===== config.mk =====
export PLATFORM = sky130hd
export DESIGN_NAME = count_connected_stream_driver_flat
export DESIGN_NICKNAME = d
export VERILOG_FILES = /design/src/rtl/count_connected_stream_driver_if.sv /design/src/rtl/count_connected_stream_driver.sv /design/src/flat_wrapper.sv
export SDC_FILE = /design/constraint.sdc
export NUM_CORES = 1
export LEC_CHECK = 0
export CAP_MARGIN = 15
export CORE_ASPECT_RATIO = 0.8
export CORE_MARGIN = 4
export CORE_UTILIZATION = 50
export DETAILED_ROUTE_END_ITERATION = 12
export GPL_ROUTABILITY_DRIVEN = 0
export HOLD_SLACK_MARGIN = 0.12
export PLACE_DENSITY = 0.79
export SYNTH_ARGS = -nofsm -noshare
export SYNTH_HDL_FRONTEND = slang
export SYNTH_SLANG_ARGS = --single-unit

===== constraint.sdc =====
create_clock -name clk -period 6 [get_ports clk]
set_clock_uncertainty 0.15 [all_clocks]
set_input_delay 0.9 -clock clk [delete_from_list [all_inputs] [get_ports clk]]
set_output_delay 0.9 -clock clk [all_outputs]
set_load 0.005 [all_outputs]

===== src/rtl/count_connected_stream_driver_if.sv =====
// Bot stream, core handshake and per-top report signals of the
// connected-count stream driver, bundled into one interface.
interface count_connected_stream_driver_if #(
    parameter int SUM_WIDTH   = 64,
    parameter int COUNT_WIDTH = 32
);
    // upstream bot stream
    logic                   botInValid;
    logic [127:0]           botIn;
    logic                   botInLast;
    logic                   botInReady;
    // towards the core
    logic                   isBotValid;
    logic [127:0]           graphIn;
    logic                   extraDataIn;
    logic                   slowDownInput;
    // back from the core
    logic                   resultValid;
    logic [5:0]             connectCount;
    logic                   extraDataOut;
    logic                   eccStatus;
    // per-top report
    logic                   resultSumValid;
    logic [SUM_WIDTH-1:0]   resultSum;
    logic [COUNT_WIDTH-1:0] resultBotCount;
    logic                   resultErr;
    logic                   busy;

    // driver side
    modport master (
        input  botInValid, botIn, botInLast, slowDownInput,
               resultValid, connectCount, extraDataOut, eccStatus,
        output botInReady, isBotValid, graphIn, extraDataIn,
               resultSumValid, resultSum, resultBotCount, resultErr, busy
    );

    // bot source / core / report consumer side
    modport slave (
        output botInValid, botIn, botInLast, slowDownInput,
               resultValid, connectCount, extraDataOut, eccStatus,
        input  botInReady, isBotValid, graphIn, extraDataIn,
               resultSumValid, resultSum, resultBotCount, resultErr, busy
    );
endinterface


===== src/rtl/count_connected_stream_driver.sv =====
// Feeds bots into the connected-count core, tags each with its top's last
// flag, and accumulates sum(2^connectCount) per top until the last result
// comes back, then reports sum, bot count and a sticky error flag.
module count_connected_stream_driver #(
    parameter int SUM_WIDTH     = 64,
    parameter int COUNT_WIDTH   = 32,
    parameter int MAX_IN_FLIGHT = 512
) (
    input  logic clk,
    input  logic rst,
    count_connected_stream_driver_if.master bus
);

    localparam int OUT_W = $clog2(MAX_IN_FLIGHT) + 1;
    localparam logic [OUT_W:0] MAX_LIMIT = (OUT_W+1)'(MAX_IN_FLIGHT);

    typedef enum logic [1:0] {IDLE, STREAM, DRAIN, REPORT} state_t;

    state_t                 state_reg, state_next;
    logic [OUT_W-1:0]       outstanding_reg;
    logic [SUM_WIDTH-1:0]   sum_reg;
    logic [COUNT_WIDTH-1:0] count_reg;
    logic                   err_reg;

    logic                   issue_valid_reg;
    logic [127:0]           graph_reg;
    logic                   extra_reg;

    logic                   report_valid_reg;
    logic [SUM_WIDTH-1:0]   report_sum_reg;
    logic [COUNT_WIDTH-1:0] report_count_reg;
    logic                   report_err_reg;

    logic                   accepting;
    logic                   busy_int;
    logic [OUT_W:0]         in_flight;
    logic                   bot_ready;
    logic                   transfer;
    logic                   last_result;

    logic                   cc_too_big;
    logic [SUM_WIDTH-1:0]   term;
    logic [SUM_WIDTH-1:0]   sum_added;
    logic                   sum_carry;
    logic [SUM_WIDTH-1:0]   sum_next;
    logic                   count_sat;
    logic [COUNT_WIDTH-1:0] count_next;
    logic                   err_event;

    assign transfer    = bus.botInValid && bot_ready;
    assign last_result = bus.resultValid && bus.extraDataOut;

    // State register
    always_ff @(posedge clk) begin
        if (rst) state_reg <= IDLE;
        else     state_reg <= state_next;
    end

    // Next-state logic
    always_comb begin
        state_next = state_reg;
        case (state_reg)
            IDLE:   if (transfer) state_next = bus.botInLast ? DRAIN : STREAM;
            STREAM: if (transfer && bus.botInLast) state_next = DRAIN;
            DRAIN:  if (last_result) state_next = REPORT;
            REPORT: state_next = IDLE;
            default: state_next = IDLE;
        endcase
    end

    // State-decoded outputs: upstream ready and busy.
    // The bot sitting in the issue register is counted as in flight so that
    // back-to-back transfers can never push the core past its ring depth.
    always_comb begin
        accepting = (state_reg == IDLE) || (state_reg == STREAM);
        busy_int  = (state_reg != IDLE);
        in_flight = {1'b0, outstanding_reg} + (OUT_W+1)'(issue_valid_reg);
        bot_ready = !rst && accepting && !bus.slowDownInput && (in_flight < MAX_LIMIT);
    end

    // Accumulator term, bot counter and per-cycle error events
    always_comb begin
        cc_too_big = ({26'd0, bus.connectCount} >= 32'(SUM_WIDTH));
        term       = cc_too_big ? '0
                                : ({{(SUM_WIDTH-1){1'b0}}, 1'b1} << bus.connectCount);
        {sum_carry, sum_added} = {1'b0, sum_reg} + {1'b0, term};
        sum_next   = bus.resultValid ? sum_added : sum_reg;
        count_sat  = &count_reg;
        count_next = (transfer && !count_sat) ? count_reg + 1'b1 : count_reg;
        err_event  = bus.eccStatus
                   || (bus.resultValid && (outstanding_reg == '0))
                   || (bus.resultValid && ((state_reg == IDLE) || (state_reg == REPORT)))
                   || (bus.resultValid && (cc_too_big || sum_carry))
                   || (last_result && (outstanding_reg != OUT_W'(1)))
                   || (transfer && count_sat);
    end

    // Issue register, outstanding tracking, per-top accumulation and report
    always_ff @(posedge clk) begin
        if (rst) begin
            issue_valid_reg  <= 1'b0;
            graph_reg        <= '0;
            extra_reg        <= 1'b0;
            outstanding_reg  <= '0;
            sum_reg          <= '0;
            count_reg        <= '0;
            err_reg          <= 1'b0;
            report_valid_reg <= 1'b0;
            report_sum_reg   <= '0;
            report_count_reg <= '0;
            report_err_reg   <= 1'b0;
        end else begin
            issue_valid_reg <= transfer;
            if (transfer) begin
                graph_reg <= bus.botIn;
                extra_reg <= bus.botInLast;
            end

            // An unmatched result with nothing outstanding is flagged, not counted.
            if (issue_valid_reg && !bus.resultValid)
                outstanding_reg <= outstanding_reg + 1'b1;
            else if (!issue_valid_reg && bus.resultValid && (outstanding_reg != '0))
                outstanding_reg <= outstanding_reg - 1'b1;

            // Events seen during REPORT belong to the next top.
            if (state_reg == REPORT) begin
                sum_reg   <= '0;
                count_reg <= '0;
                err_reg   <= err_event;
            end else begin
                sum_reg   <= sum_next;
                count_reg <= count_next;
                err_reg   <= err_reg || err_event;
            end

            report_valid_reg <= (state_reg == DRAIN) && last_result;
            if ((state_reg == DRAIN) && last_result) begin
                report_sum_reg   <= sum_next;
                report_count_reg <= count_next;
                report_err_reg   <= err_reg || err_event;
            end
        end
    end

    assign bus.botInReady     = bot_ready;
    assign bus.isBotValid     = issue_valid_reg;
    assign bus.graphIn        = graph_reg;
    assign bus.extraDataIn    = extra_reg;
    assign bus.resultSumValid = report_valid_reg;
    assign bus.resultSum      = report_sum_reg;
    assign bus.resultBotCount = report_count_reg;
    assign bus.resultErr      = report_err_reg;
    assign bus.busy           = busy_int;

endmodule


===== src/flat_wrapper.sv =====
// flat-port wrapper written by rule: the top's interface ports become plain ports
module count_connected_stream_driver_flat 
#(
    parameter int SUM_WIDTH     = 64,
    parameter int COUNT_WIDTH   = 32,
    parameter int MAX_IN_FLIGHT = 512
)
  (clk, rst, bus_botInValid, bus_botIn, bus_botInLast, bus_slowDownInput, bus_resultValid, bus_connectCount, bus_extraDataOut, bus_eccStatus, bus_botInReady, bus_isBotValid, bus_graphIn, bus_extraDataIn, bus_resultSumValid, bus_resultSum, bus_resultBotCount, bus_resultErr, bus_busy);
  count_connected_stream_driver_if #(.SUM_WIDTH(SUM_WIDTH), .COUNT_WIDTH(COUNT_WIDTH)) bus_i ();
  input  logic clk;
  input  logic rst;
  input wire logic [$bits(bus_i.botInValid)-1:0] bus_botInValid;
  input wire logic [$bits(bus_i.botIn)-1:0] bus_botIn;
  input wire logic [$bits(bus_i.botInLast)-1:0] bus_botInLast;
  input wire logic [$bits(bus_i.slowDownInput)-1:0] bus_slowDownInput;
  input wire logic [$bits(bus_i.resultValid)-1:0] bus_resultValid;
  input wire logic [$bits(bus_i.connectCount)-1:0] bus_connectCount;
  input wire logic [$bits(bus_i.extraDataOut)-1:0] bus_extraDataOut;
  input wire logic [$bits(bus_i.eccStatus)-1:0] bus_eccStatus;
  output wire logic [$bits(bus_i.botInReady)-1:0] bus_botInReady;
  output wire logic [$bits(bus_i.isBotValid)-1:0] bus_isBotValid;
  output wire logic [$bits(bus_i.graphIn)-1:0] bus_graphIn;
  output wire logic [$bits(bus_i.extraDataIn)-1:0] bus_extraDataIn;
  output wire logic [$bits(bus_i.resultSumValid)-1:0] bus_resultSumValid;
  output wire logic [$bits(bus_i.resultSum)-1:0] bus_resultSum;
  output wire logic [$bits(bus_i.resultBotCount)-1:0] bus_resultBotCount;
  output wire logic [$bits(bus_i.resultErr)-1:0] bus_resultErr;
  output wire logic [$bits(bus_i.busy)-1:0] bus_busy;
  assign bus_i.botInValid = bus_botInValid;
  assign bus_i.botIn = bus_botIn;
  assign bus_i.botInLast = bus_botInLast;
  assign bus_i.slowDownInput = bus_slowDownInput;
  assign bus_i.resultValid = bus_resultValid;
  assign bus_i.connectCount = bus_connectCount;
  assign bus_i.extraDataOut = bus_extraDataOut;
  assign bus_i.eccStatus = bus_eccStatus;
  assign bus_botInReady = bus_i.botInReady;
  assign bus_isBotValid = bus_i.isBotValid;
  assign bus_graphIn = bus_i.graphIn;
  assign bus_extraDataIn = bus_i.extraDataIn;
  assign bus_resultSumValid = bus_i.resultSumValid;
  assign bus_resultSum = bus_i.resultSum;
  assign bus_resultBotCount = bus_i.resultBotCount;
  assign bus_resultErr = bus_i.resultErr;
  assign bus_busy = bus_i.busy;
  count_connected_stream_driver #(.SUM_WIDTH(SUM_WIDTH), .COUNT_WIDTH(COUNT_WIDTH), .MAX_IN_FLIGHT(MAX_IN_FLIGHT)) u_core (.clk(clk), .rst(rst), .bus(bus_i));
endmodule

==> qor.csv <==
metric,value,unit
relative slew slack,26.13,%
total wire length after detailed routing,58.04,mm
width of the chip,212.9,µm
clock transition at the register clock pins on the worst setup and hold paths after CTS,0.06,ns
net count after synthesis,2408,
layout cell share with drive strength beyond 1,3.754,%
final setup vio count,0,
time the final worst path needs with I/O delays and setup,5.403,ns
clock root buffer,sky130_fd_sc_hd__clkbuf_16,
most common cell in the synthesized netlist,sky130_fd_sc_hd__nand2_1,
Mapped Area,0.01680,mm²
final net count,2694,
Yosys top cell area share,40.16,%
total die area,0.03662,mm²
Pwr Density,266.2,mW/mm²
critical path's largest stage delay,0.85,ns
worst endpoint data arrival time,5.69,ns
final clock period utilization by the worst path,90.05,%
Worst Tran Pin Value,1.094,ns
number of iterations in the first detailed-routing pass,9,
top_reg_cell synth,sky130_fd_sc_hd__dfxtp_1,
maximum fanout count along the critical path,16,
post-detailed-route count of antenna-violating nets,0,
global routing usage summed across all routing layers,30.09,%
post-detailed-route DRC marker count,0,
routed via count,17320,
number of antenna violations at the first check in global routing,0,
Antenna Cells,0,
gate count after technology mapping,2192,
sw frac,26.79,%
achievable frequency,185.1,MHz
Iteration-0 DRC Markers,1868,
maximum number of pins on one net before global-route repair,101,
overall power of the completed layout,5850,µW
core footprint,0.03285,mm²
number of global-route vias before repair,16340,
Worst Path Required,6.28,ns
Comb power frac,16.7,%
Post-Synthesis Mean Instance Area,7.664,µm²
crit path launch type,primary input,
Final Hold Violating Endpoints,0,
static leakage,0.008164,µW
post-CTS sizing,0,
hold-fix buffer count after cts,0,
Crit-path slowest cell,sky130_fd_sc_hd__nor4_1,
share of async-settable or async-resettable flops after synthesis,0,%
portion of total power attributed to sequential cells,42.5,%
sequential cell area fraction in the yosys report,40.16,%
design internal power,4282,µW
TritonCTS clock tree,done,
number of placement rows,59,
number of buffers inserted during clock tree synthesis,36,
later-pin clock latency in the skew report,0.55,ns
Port Buffers,371,
Max clock buf depth,3,
setup repair after global routing missed its margin,false,
synth-to-layout area growth,30.80,%
starting density of the core,51.14,%
crit path cell chain,"clkdlybuf4s50_1, nand2b_1, nor2_1, ha_1, nand4_1, nor4_1, o311ai_0, nand2_1, a31oi_1, nand2_1, o21ai_0, xor2_1, o21ai_0",
Yosys warnings,0,
max cap viols,0,
count of buffers added by post-CTS timing repair for setup,0,
Worst setup EP type,flop,
Worst IR Drop VDD,203.0,µV
HPWL after detailed placement,43.13,mm
number of vias per cell,5.909,
max reg flops,128,
first-pass GRT wire length,89.33,mm
wire length per cell after detailed routing,19.80,µm
smallest hold slack,0.3021,ns
overall overflow remaining after global route,0,
Clock power frac,40.8,%
Post-synth EDFFs,0,
number of top-level design ports,372,
cell type with the largest total area after synthesis,sky130_fd_sc_hd__dfxtp_1,
sink count of the clock tree,337,
sum of negative setup slack,0,ns
number of register bits inferred by synthesis,337,
H-Tree Level Count,2,
class of the tightest hold or removal check,flop to flop,
Sw Pwr,1567,µW
classification of the worst setup path,primary input to flop,
final count of pins violating max slew,0,
cell types with the highest counts after synthesis,"sky130_fd_sc_hd__nand2_1, sky130_fd_sc_hd__dfxtp_1, sky130_fd_sc_hd__a21oi_1",
filler cell count,2702,
chip height,172.0,µm
count of different cell masters after synthesis,64,
result of the run,completed,
Area contributors post-synth,"sky130_fd_sc_hd__dfxtp_1, sky130_fd_sc_hd__nand2_1, sky130_fd_sc_hd__a21oi_1",
[power by group through the flow]
stage	registers [µW]	logic (µW)	clock network [µW]
6_report	2480	978	2390
5_1_grt	2500	1070	2530
4_1_cts	2480	976	2430
3_5_place_dp	2530	965	0
3_3_place_gp	2520	940	0
2_1_floorplan	2510	485	0
[cell type report]
type	instances	area, µm²	share of cell area [%]
clock buffer	51	1079	4.908
clock inverter	13	212.7	0.9680
inverter	37	140.1	0.6377
multi-input combinational	1681	9422	42.88
sequential	337	6746	30.70
tap	427	534.3	2.431
timing repair buffer	385	3840	17.48
[metrics by stage]
step	cells	instance area, µm²	setup slack [ns]	utilization, %
6_report	2931	21970	0.5968	66.89
5_1_grt	2931	21970	0.4228	66.89
4_1_cts	2931	21970	1.003	66.89
3_5_place_dp	2867	20680	0.5109	62.96
3_3_place_gp	2867	20680	0.5908	62.96
2_1_floorplan	2192	16800	1.829	-
[routing by layer]
metal / routed length (µm) / track usage (%) / vias to the layer above
met2: 25260 / 45.54 / 863
li1: - / - / 8188
met5: 0 / 0 / -
met4: 2376 / 11.20 / 0
met1: 24680 / 40.73 / 8099
met3: 5720 / 9.124 / 169
[kinds of logic (layout without fill, tap and decap cells)]
| kind of cell | Yosys count | after routing | share of synthesized area (%) |
|---|---|---|---|
| xor gates and xnor gates | 86 | 86 | 4.483 |
| DFF | 337 | 337 | 40.16 |
| AOI/OAI and AO/OA | 556 | 556 | 19.60 |
| adders and majority gates | 74 | 74 | 5.556 |
| muxes | 44 | 44 | 2.622 |
| buffers and inverters | 174 | 486 | 3.925 |
| and+or+nand+nor | 921 | 921 | 23.65 |
[worst paths after layout]
check | startpoint | to | slack [ns] | cells past startpoint
max | bus_connectCount[3] | u_core.bus.resultSum[53]$_SDFFE_PP0P_ | 0.60 | 13
min | u_core.bus.graphIn[43]$_SDFFE_PP0P_ | u_core.bus.graphIn[43]$_SDFFE_PP0P_ | 0.30 | 2
max reg2reg | u_core.sum_reg[21]$_SDFF_PP0_ | u_core.bus.resultSum[53]$_SDFFE_PP0P_ | 1.85 | 10
min reg2reg | u_core.bus.graphIn[43]$_SDFFE_PP0P_ | u_core.bus.graphIn[43]$_SDFFE_PP0P_ | 0.30 | 2
[worst max-delay path: cells and delay by family]
family / cells / cell delay [ns]
buf+inv: 1 / 0.51
xor+xnor: 1 / 0.27
simple gates: 6 / 2.24
fa+ha+maj: 1 / 0.49
compound gates: 4 / 1.27
[placed cells by master, fill, tap and decap left out, types with 15 or more instances in the layout]
master | Yosys | routed
sky130_fd_sc_hd__mux2i_1 | 44 | 44
sky130_fd_sc_hd__inv_1 | 36 | 35
sky130_fd_sc_hd__a21oi_1 | 277 | 277
sky130_fd_sc_hd__or3_1 | 16 | 16
sky130_fd_sc_hd__nor3_1 | 35 | 35
sky130_fd_sc_hd__a211oi_1 | 38 | 38
sky130_fd_sc_hd__nand4_1 | 40 | 40
sky130_fd_sc_hd__nor2_1 | 255 | 253
sky130_fd_sc_hd__clkbuf_16 | 0 | 37
sky130_fd_sc_hd__o21ai_0 | 96 | 96
sky130_fd_sc_hd__dfxtp_1 | 337 | 337
sky130_fd_sc_hd__nand2_1 | 422 | 422
sky130_fd_sc_hd__a31oi_1 | 18 | 18
sky130_fd_sc_hd__o21bai_1 | 15 | 15
sky130_fd_sc_hd__a21o_1 | 23 | 23
sky130_fd_sc_hd__xnor2_1 | 37 | 37
sky130_fd_sc_hd__nand3_1 | 79 | 77
sky130_fd_sc_hd__ha_1 | 73 | 73
sky130_fd_sc_hd__xor2_1 | 49 | 49
sky130_fd_sc_hd__clkdlybuf4s50_1 | 0 | 369
(Power assumes the default switching activity.)
